### src/rtl/uart_tx.sv
// 8N1 UART transmitter with a 2-entry input buffer and back-pressure to the
// upstream byte chunker. Data is shifted out LSB first.
module uart_tx #(
  parameter int CLKS_PER_BIT = 868,
  parameter int WIDTH        = 8
) (
  input  logic             clk,
  input  logic             rst,
  input  logic [WIDTH-1:0] din,
  input  logic             din_dv,
  output logic             halt,
  output logic             tx,
  output logic             busy,
  output logic             ovf
);

  localparam int BW = (CLKS_PER_BIT > 1) ? $clog2(CLKS_PER_BIT) : 1;
  localparam int IW = (WIDTH > 1) ? $clog2(WIDTH) : 1;
  localparam logic [BW-1:0] BCNT_RELOAD = BW'(CLKS_PER_BIT - 1);
  localparam logic [IW-1:0] BIDX_LAST   = IW'(WIDTH - 1);

  localparam logic [1:0] ST_IDLE  = 2'd0;
  localparam logic [1:0] ST_START = 2'd1;
  localparam logic [1:0] ST_DATA  = 2'd2;
  localparam logic [1:0] ST_STOP  = 2'd3;

  logic [1:0]       state_q, state_d;
  logic [BW-1:0]    bcnt_q, bcnt_d;
  logic [IW-1:0]    bidx_q, bidx_d;
  logic [WIDTH-1:0] shift_q, shift_d;
  logic             tx_q, tx_d;
  logic             ovf_q, ovf_d;
  logic [1:0]       occ_q, occ_d;
  logic [WIDTH-1:0] buf0_q, buf0_d;
  logic [WIDTH-1:0] buf1_q, buf1_d;

  logic             pop_s;
  logic             push_s;
  logic             bit_end_s;
  logic [1:0]       occ_after_pop_s;

  // Frame sequencer: bit timing, shift register and serial line.
  always_comb begin
    state_d   = state_q;
    bcnt_d    = bcnt_q;
    bidx_d    = bidx_q;
    shift_d   = shift_q;
    tx_d      = tx_q;
    pop_s     = 1'b0;
    bit_end_s = (bcnt_q == {BW{1'b0}});
    case (state_q)
      ST_IDLE: begin
        if (occ_q != 2'd0) begin
          pop_s   = 1'b1;
          shift_d = buf0_q;
          tx_d    = 1'b0;
          bcnt_d  = BCNT_RELOAD;
          state_d = ST_START;
        end else begin
          tx_d = 1'b1;
        end
      end
      ST_START: begin
        if (bit_end_s) begin
          tx_d    = shift_q[0];
          bidx_d  = {IW{1'b0}};
          bcnt_d  = BCNT_RELOAD;
          state_d = ST_DATA;
        end else begin
          bcnt_d = bcnt_q - BW'(1);
        end
      end
      ST_DATA: begin
        if (bit_end_s) begin
          bcnt_d = BCNT_RELOAD;
          if (bidx_q != BIDX_LAST) begin
            shift_d = shift_q >> 1;
            tx_d    = shift_d[0];
            bidx_d  = bidx_q + IW'(1);
          end else begin
            tx_d    = 1'b1;
            state_d = ST_STOP;
          end
        end else begin
          bcnt_d = bcnt_q - BW'(1);
        end
      end
      ST_STOP: begin
        if (bit_end_s && (occ_q != 2'd0)) begin
          // Back-to-back frame: the next start bit follows the stop bit directly.
          pop_s   = 1'b1;
          shift_d = buf0_q;
          tx_d    = 1'b0;
          bcnt_d  = BCNT_RELOAD;
          state_d = ST_START;
        end else if (bit_end_s) begin
          tx_d    = 1'b1;
          state_d = ST_IDLE;
        end else begin
          bcnt_d = bcnt_q - BW'(1);
        end
      end
      default: begin
        tx_d    = 1'b1;
        state_d = ST_IDLE;
      end
    endcase
  end

  // Input buffer: a pop frees a slot for a push in the same cycle; din is only
  // looked at when it is actually written.
  always_comb begin
    push_s          = din_dv & ((occ_q != 2'd2) | pop_s);
    occ_after_pop_s = occ_q - {1'b0, pop_s};
    occ_d           = occ_after_pop_s + {1'b0, push_s};
    ovf_d           = ovf_q | (din_dv & ~push_s);
    if (pop_s) begin
      buf0_d = buf1_q;
    end else begin
      buf0_d = buf0_q;
    end
    if (push_s && (occ_after_pop_s == 2'd0)) begin
      buf0_d = din;
      buf1_d = buf1_q;
    end else if (push_s) begin
      buf1_d = din;
    end else begin
      buf1_d = buf1_q;
    end
  end

  // State registers with synchronous active-low reset.
  always_ff @(posedge clk) begin
    if (!rst) begin
      state_q <= ST_IDLE;
      bcnt_q  <= {BW{1'b0}};
      bidx_q  <= {IW{1'b0}};
      shift_q <= {WIDTH{1'b0}};
      tx_q    <= 1'b1;
      ovf_q   <= 1'b0;
      occ_q   <= 2'd0;
      buf0_q  <= {WIDTH{1'b0}};
      buf1_q  <= {WIDTH{1'b0}};
    end else begin
      state_q <= state_d;
      bcnt_q  <= bcnt_d;
      bidx_q  <= bidx_d;
      shift_q <= shift_d;
      tx_q    <= tx_d;
      ovf_q   <= ovf_d;
      occ_q   <= occ_d;
      buf0_q  <= buf0_d;
      buf1_q  <= buf1_d;
    end
  end

  assign tx   = tx_q;
  assign ovf  = ovf_q;
  assign halt = (occ_q != 2'd0);
  assign busy = (state_q != ST_IDLE) | (occ_q != 2'd0);

endmodule
### config.mk
export PLATFORM = sky130hd
export DESIGN_NAME = uart_tx
export DESIGN_NICKNAME = d
export VERILOG_FILES = /design/src/rtl/uart_tx.sv
export SDC_FILE = /design/constraint.sdc
export NUM_CORES = 1
export LEC_CHECK = 0
export ABC_AREA = 1
export BUFFER_PORTS_ARGS = -buffer_cell sky130_fd_sc_hd__buf_4
export CAP_MARGIN = 40
export CELL_PAD_IN_SITES_DETAIL_PLACEMENT = 1
export CELL_PAD_IN_SITES_GLOBAL_PLACEMENT = 1
export CORE_UTILIZATION = 43
export DETAILED_ROUTE_END_ITERATION = 12
export GPL_TIMING_DRIVEN = 0
export HOLD_SLACK_MARGIN = 0.02
export PLACE_DENSITY_LB_ADDON = 0.1
export SLEW_MARGIN = 20
export SYNTH_ARGS = -nofsm -noshare
export SYNTH_HDL_FRONTEND = slang
export SYNTH_SLANG_ARGS = --single-unit
### constraint.sdc
create_clock -name clk -period 3.7 [get_ports clk]
set_input_delay 0 -clock clk [delete_from_list [all_inputs] [get_ports clk]]
set_output_delay 0 -clock clk [all_outputs]
set_load 0.01 [all_outputs]
After elaboration in Yosys (flattened, before gate mapping)
Index checks and enable logic that the tools add are counted.

Bits in registers: 43. Logic and storage cells: 83.

Equal/unequal tests: 13. Bitwise operators: 7. Muxes and demuxes: 33. Reductions and logical operators: 17. Add/sub/neg operators: 4.

Operators with widths (count): two-way mux 8 bit (6); two-way mux 10 bit (4); case mux 10 bit (3 select lines) (1); case mux 8 bit (3 select lines) (1); inequality test 2 bit, second input constant (7); two-way mux 2 bit (6); zero test 10 bit (1); AND reduction 5 bit (2); subtractor 10 x 1 -> 10 bit, second input constant (1); two-way mux 3 bit (3); inequality test 3 bit, second input constant (3); two-way mux 1 bit (8); case mux 2 bit (4 select lines) (1); nonzero test 2 bit (4); case mux 3 bit (2 select lines) (1); equality test 2 bit, second input constant (2); zero test 2 bit (2); case mux 1 bit (4 select lines) (1); AND reduction 2 bit (2); AND reduction 4 bit (1); adder 3 x 1 -> 3 bit, second input constant (1); bitwise OR 1 bit (3); AND reduction 3 bit (1); nonzero test 3 bit (1); 8 further kinds (11).

Longest topological paths before layout
Depth in word-level cells: 9. Depth in mapped cells: 18. Depth with buffers taken out: 17.

Worst setup path after synthesis
Ideal clock, no wire load.

Kind: reg2reg. Start point: reg bcnt_q[0]. End point: reg buf0_q[6]. Setup time: 0.110 ns. Buffers on the path: 2. Data arrival time: 2.403 ns. Slack: 1.187 ns. Cell stages (with the launch flop): 18. Path through: dfxtp_1 -> inv_1 -> ha_1 -> nand2_2 -> nor2_4 -> nand3_2 -> nand2_2 -> nand2_4 -> buf_2 -> inv_1 -> ha_1 -> xnor2_1 -> nand2_1 -> buf_2 -> o311ai_0 -> nand3_1 -> nand2_1 -> inv_1.

Cells in the longest elaborated chain, start to end: 8. Elaborated cells between the ends (all ways): 11.

RTL lines: from (decl) (line 28) `logic [BW-1:0] bcnt_q, bcnt_d;`; from (signal assigned) (line 136) `bcnt_q <= {BW{1'b0}};`; from (signal assigned) (line 146) `bcnt_q <= bcnt_d;`; zero test 10 bit (*) (line 50) `bit_end_s = (bcnt_q == {BW{1'b0}});`; logical AND 1 bit (*) (line 89) `if (bit_end_s && (occ_q != 2'd0)) begin`; two-way mux 1 bit (*) (line 89); case mux 1 bit (2 select lines) (*) (line 51) `case (state_q)`; subtractor 2 x 1 -> 2 bit / bitwise OR 1 bit (equally long branches) (line 114, 113); zero test 2 bit / AND 1 bit (equally long branches) (line 122, 113); logical AND 1 bit (line 122) `if (push_s && (occ_after_pop_s == 2'd0)) begin`; two-way mux 8 bit / nonzero test 2 bit (equally long branches); to (signal assigned) (line 142) `buf0_q <= {WIDTH{1'b0}};`; to (signal assigned) (line 152) `buf0_q <= buf0_d;`; to (decl) (line 34) `logic [WIDTH-1:0] buf0_q, buf0_d;`.

Mark *: on every way between the ends. The rest lies on a longest branch, timed or not. A chain may end at the register's enable or synchronous reset.

Final worst setup path
Same ends and word-level chain as after synthesis.

==> flow_summary.json <==
{
  "synth_top_area_cell": "dfxtp_1",
  "hpwl_um": 4630,
  "h-tree-depth": 2,
  "start_util_pct": 45.2,
  "cellPowerDensity_nw_per_um2": 874,
  "port_buffers": 14,
  "final_common_cell": "nand2_1",
  "fin_worst_skew_ns": 0.0109,
  "clockRootBuffer": "clkbuf_8",
  "crit_family": "simple AND/OR/NAND/NOR gates",
  "synth_top_area_share_pct": 36.6,
  "startpoint_type": "flop",
  "worst_slew_pin_slew_ns": 0.511,
  "totalNegativeSetupSlack_ns": 0,
  "crit_top_cell": "inv_1",
  "yosys_warnings": 0,
  "drt_iter0_markers": 72,
  "sw_frac_of_total_pct": 49.0,
  "layout_common_cells": "nand2_1, dfxtp_1, inv_1",
  "max-vdd-ir-drop_uv": 412,
  "seq_area_frac_synth_pct": 36.6,
  "status": "finished clean",
  "min_period_ns": 3.01,
  "synth.distinct_cells": 35,
  "hold_path.class": "input port to flop",
  "drive_gt1_share_pct": 13.8,
  "drv_slew": 0,
  "cellInternalPower_uw": 1210,
  "path_clk_slew_ns": 0.09,
  "antenna_found_initial": 0,
  "pwr-share-seq_pct": 31.2,
  "grt_pass1_vias": 2248,
  "io_pins": 15,
  "setup_viol": 0,
  "first_pass_iters": 4,
  "p_leak_uw": 0.00119,
  "end_kind": "flop",
  "hold_viol": 0,
  "utilization_pct": 52.3,
  "vias": 2223,
  "clock_latency_ns": 0.30,
  "timing.fmax_mhz": 332,
  "syn_nets": 339,
  "place.gp.congestion": 0.825,
  "power_frac_clock_pct": 12.8,
  "grt_max_degree": 14,
  "arrival_ns": 3.22,
  "die_area_sq_um": 5780,
  "syn-cell-area_sq_um": 2350,
  "cts_buffers": 5,
  "fillers": 675,
  "vias_per_cell": 5.31,
  "antenna_cells": 0,
  "areaGrowthSynthToFinish_pct": 15.6,
  "cp_max_fo": 10,
  "critical_path.max_stage_delay_ns": 0.36,
  "timing.final.crit_share_pct": 81.4,
  "rows": 26,
  "crit_required_ns": 3.90,
  "clockBufferDepth": 2,
  "power_switching_uw": 1160,
  "crit_slowest_cell": "dfxtp_1",
  "rsz0062_at_grt": "no",
  "cts.sinks": 43,
  "cts_tree": "built",
  "syn-instance-count": 318,
  "wirelength_um": 6180,
  "critPathBufInv": 5,
  "track_usage_pct": 23.0,
  "wl_per_cell_um": 14.7,
  "synth.area.top_cells": "dfxtp_1, nand2_1, inv_1",
  "drc": 0,
  "worstPathCellList": "inv_1 -> ha_1 -> nand2_2 -> nor2_4 -> nand3_2 -> nand2_2 -> nand2_4 -> buf_2 -> inv_1 -> ha_1 -> xnor2_1 -> nand2_1 -> buf_2 -> o311ai_0 -> nand3_1 -> nand2_1 -> inv_1",
  "crit_type": "flop to flop",
  "grt-ovfl-total": 0,
  "slew_headroom_pct": 66.0,
  "cap_violations": 0,
  "die_x_um": 76,
  "grt_pass1_wl_um": 10700,
  "combPwrFrac_pct": 56.0,
  "core_sq_um": 5200,
  "ys_seq_elements": 43,
  "drtAntennaViolNets": 0,
  "fp.dieH_um": 76,
  "nets": 369,
  "avgSynthCellArea_sq_um": 7.40
}
-- path summary, 6_finish.rpt --
check	start	end	slack, ns	cells past startpoint
worst min-delay path	din_dv	ovf$_SDFF_PN0_	0.25	4
worst max-delay path	bcnt_q[0]$_SDFFE_PN0P_	buf0_q[6]$_SDFFE_PN0P_	0.69	17
worst min register to register	buf1_q[6]$_SDFFE_PN0P_	buf1_q[6]$_SDFFE_PN0P_	0.47	2
worst max register to register	bcnt_q[0]$_SDFFE_PN0P_	buf0_q[6]$_SDFFE_PN0P_	0.69	17
-- synthesized netlist by cell type --
master and n:
clkinv_1 1, o21ai_0 23, inv_1 42, o211ai_1 2, nand3_2 4, o211a_1 1
ha_1 10, buf_1 1, o21a_1 1, a21oi_4 1, nor3_1 3, nand4_1 12
buf_6 2, nor2_1 29, nand3_1 20, nand3b_1 1, xnor2_1 1, nor2_4 4
a31oi_1 1, clkbuf_1 3, o311ai_0 8, inv_2 4, nor2_2 1, xor2_1 3
nand2_4 1, nand2_1 45, a21oi_1 31, dfxtp_1 43, a21boi_0 1, a21oi_2 1
nand2_2 5, mux2i_1 6, o21ai_1 3, o21ai_2 1, buf_2 3
-- power by group through the flow --
stage               Clock (uW)  Combinational (uW)  Sequential (uW)
global placement             0                1280              746
CTS                        314                1340              741
detailed placement           0                1330              751
global route               329                1520              765
finish                     305                1330              742
floorplan                    0                1000              722
-- metrics by stage --
| step | hold slack (ns) | cell area (sq um) | std cells | total power [uW] | setup slack, ns |
|---|---|---|---|---|---|
| finish | 0.248 | 2720 | 419 | 2380 | 0.687 |
| global route | 0.260 | 2720 | 419 | 2610 | 0.287 |
| CTS | 0.239 | 2720 | 419 | 2400 | 0.671 |
| detailed placement | 0.299 | 2550 | 402 | 2080 | 0.724 |
| global placement | 0.294 | 2550 | 402 | 2030 | 0.765 |
| floorplan | 0.138 | 2350 | 318 | 1720 | 1.19 |
-- final cells by class --
class | instances | area [sq um] | area share [%]
clock inverter | 2 | 12.5 | 0.460
tap | 70 | 87.6 | 3.22
multi-input combinational | 219 | 1260 | 46.5
timing repair buffer | 23 | 195 | 7.17
buffer | 9 | 52.6 | 1.93
clock buffer | 6 | 72.6 | 2.67
sequential | 43 | 861 | 31.6
inverter | 47 | 176 | 6.48
-- worst reg2reg max path: stages (launching register included) --
cell and delay [ns]:
dfxtp_1 0.36, inv_1 0.08, ha_1 0.24, nand2_2 0.12
nor2_4 0.06, nand3_2 0.08, nand2_2 0.07, nand2_4 0.14
buf_2 0.23, inv_1 0.07, ha_1 0.20, xnor2_1 0.22
nand2_1 0.24, buf_2 0.26, o311ai_0 0.32, nand3_1 0.12
nand2_1 0.07, inv_1 0.04
-- routing by layer --
metal | up-vias | share of wire, % | GRT usage [%] | routed length, um
li1 | 1121 | - | - | -
met1 | 1074 | 46 | 28.2 | 2850
met2 | 23 | 51 | 42.0 | 3140
met3 | 5 | 2.0 | 3.59 | 121
met4 | 0 | 0.94 | 5.77 | 58
met5 | - | 0 | 0 | 0
-- logic make-up after synthesis --
family / share of synthesized area (%)
simple gates: 25.9
compound gates: 18.5
buf+inv: 9.72
flops: 36.6
fa+ha+maj: 5.31
mux: 2.55
xor+xnor: 1.49
-- registers in the layout, summed over array words and instances, names as in the netlist --
register,cells
buf0_q,8
state_q,2
ovf,1
bcnt_q,10
occ_q,2
shift_q,8
tx,1
bidx_q,3
buf1_q,8
-- what timing repair did --
action | CTS | global route
hold buffers | 9 | 0
setup buffers | 0 | 0
resized for setup | 0 | 0
endpoints found under the hold margin | 12 | 0
Note: power is estimated with default switching activity, not from simulation.
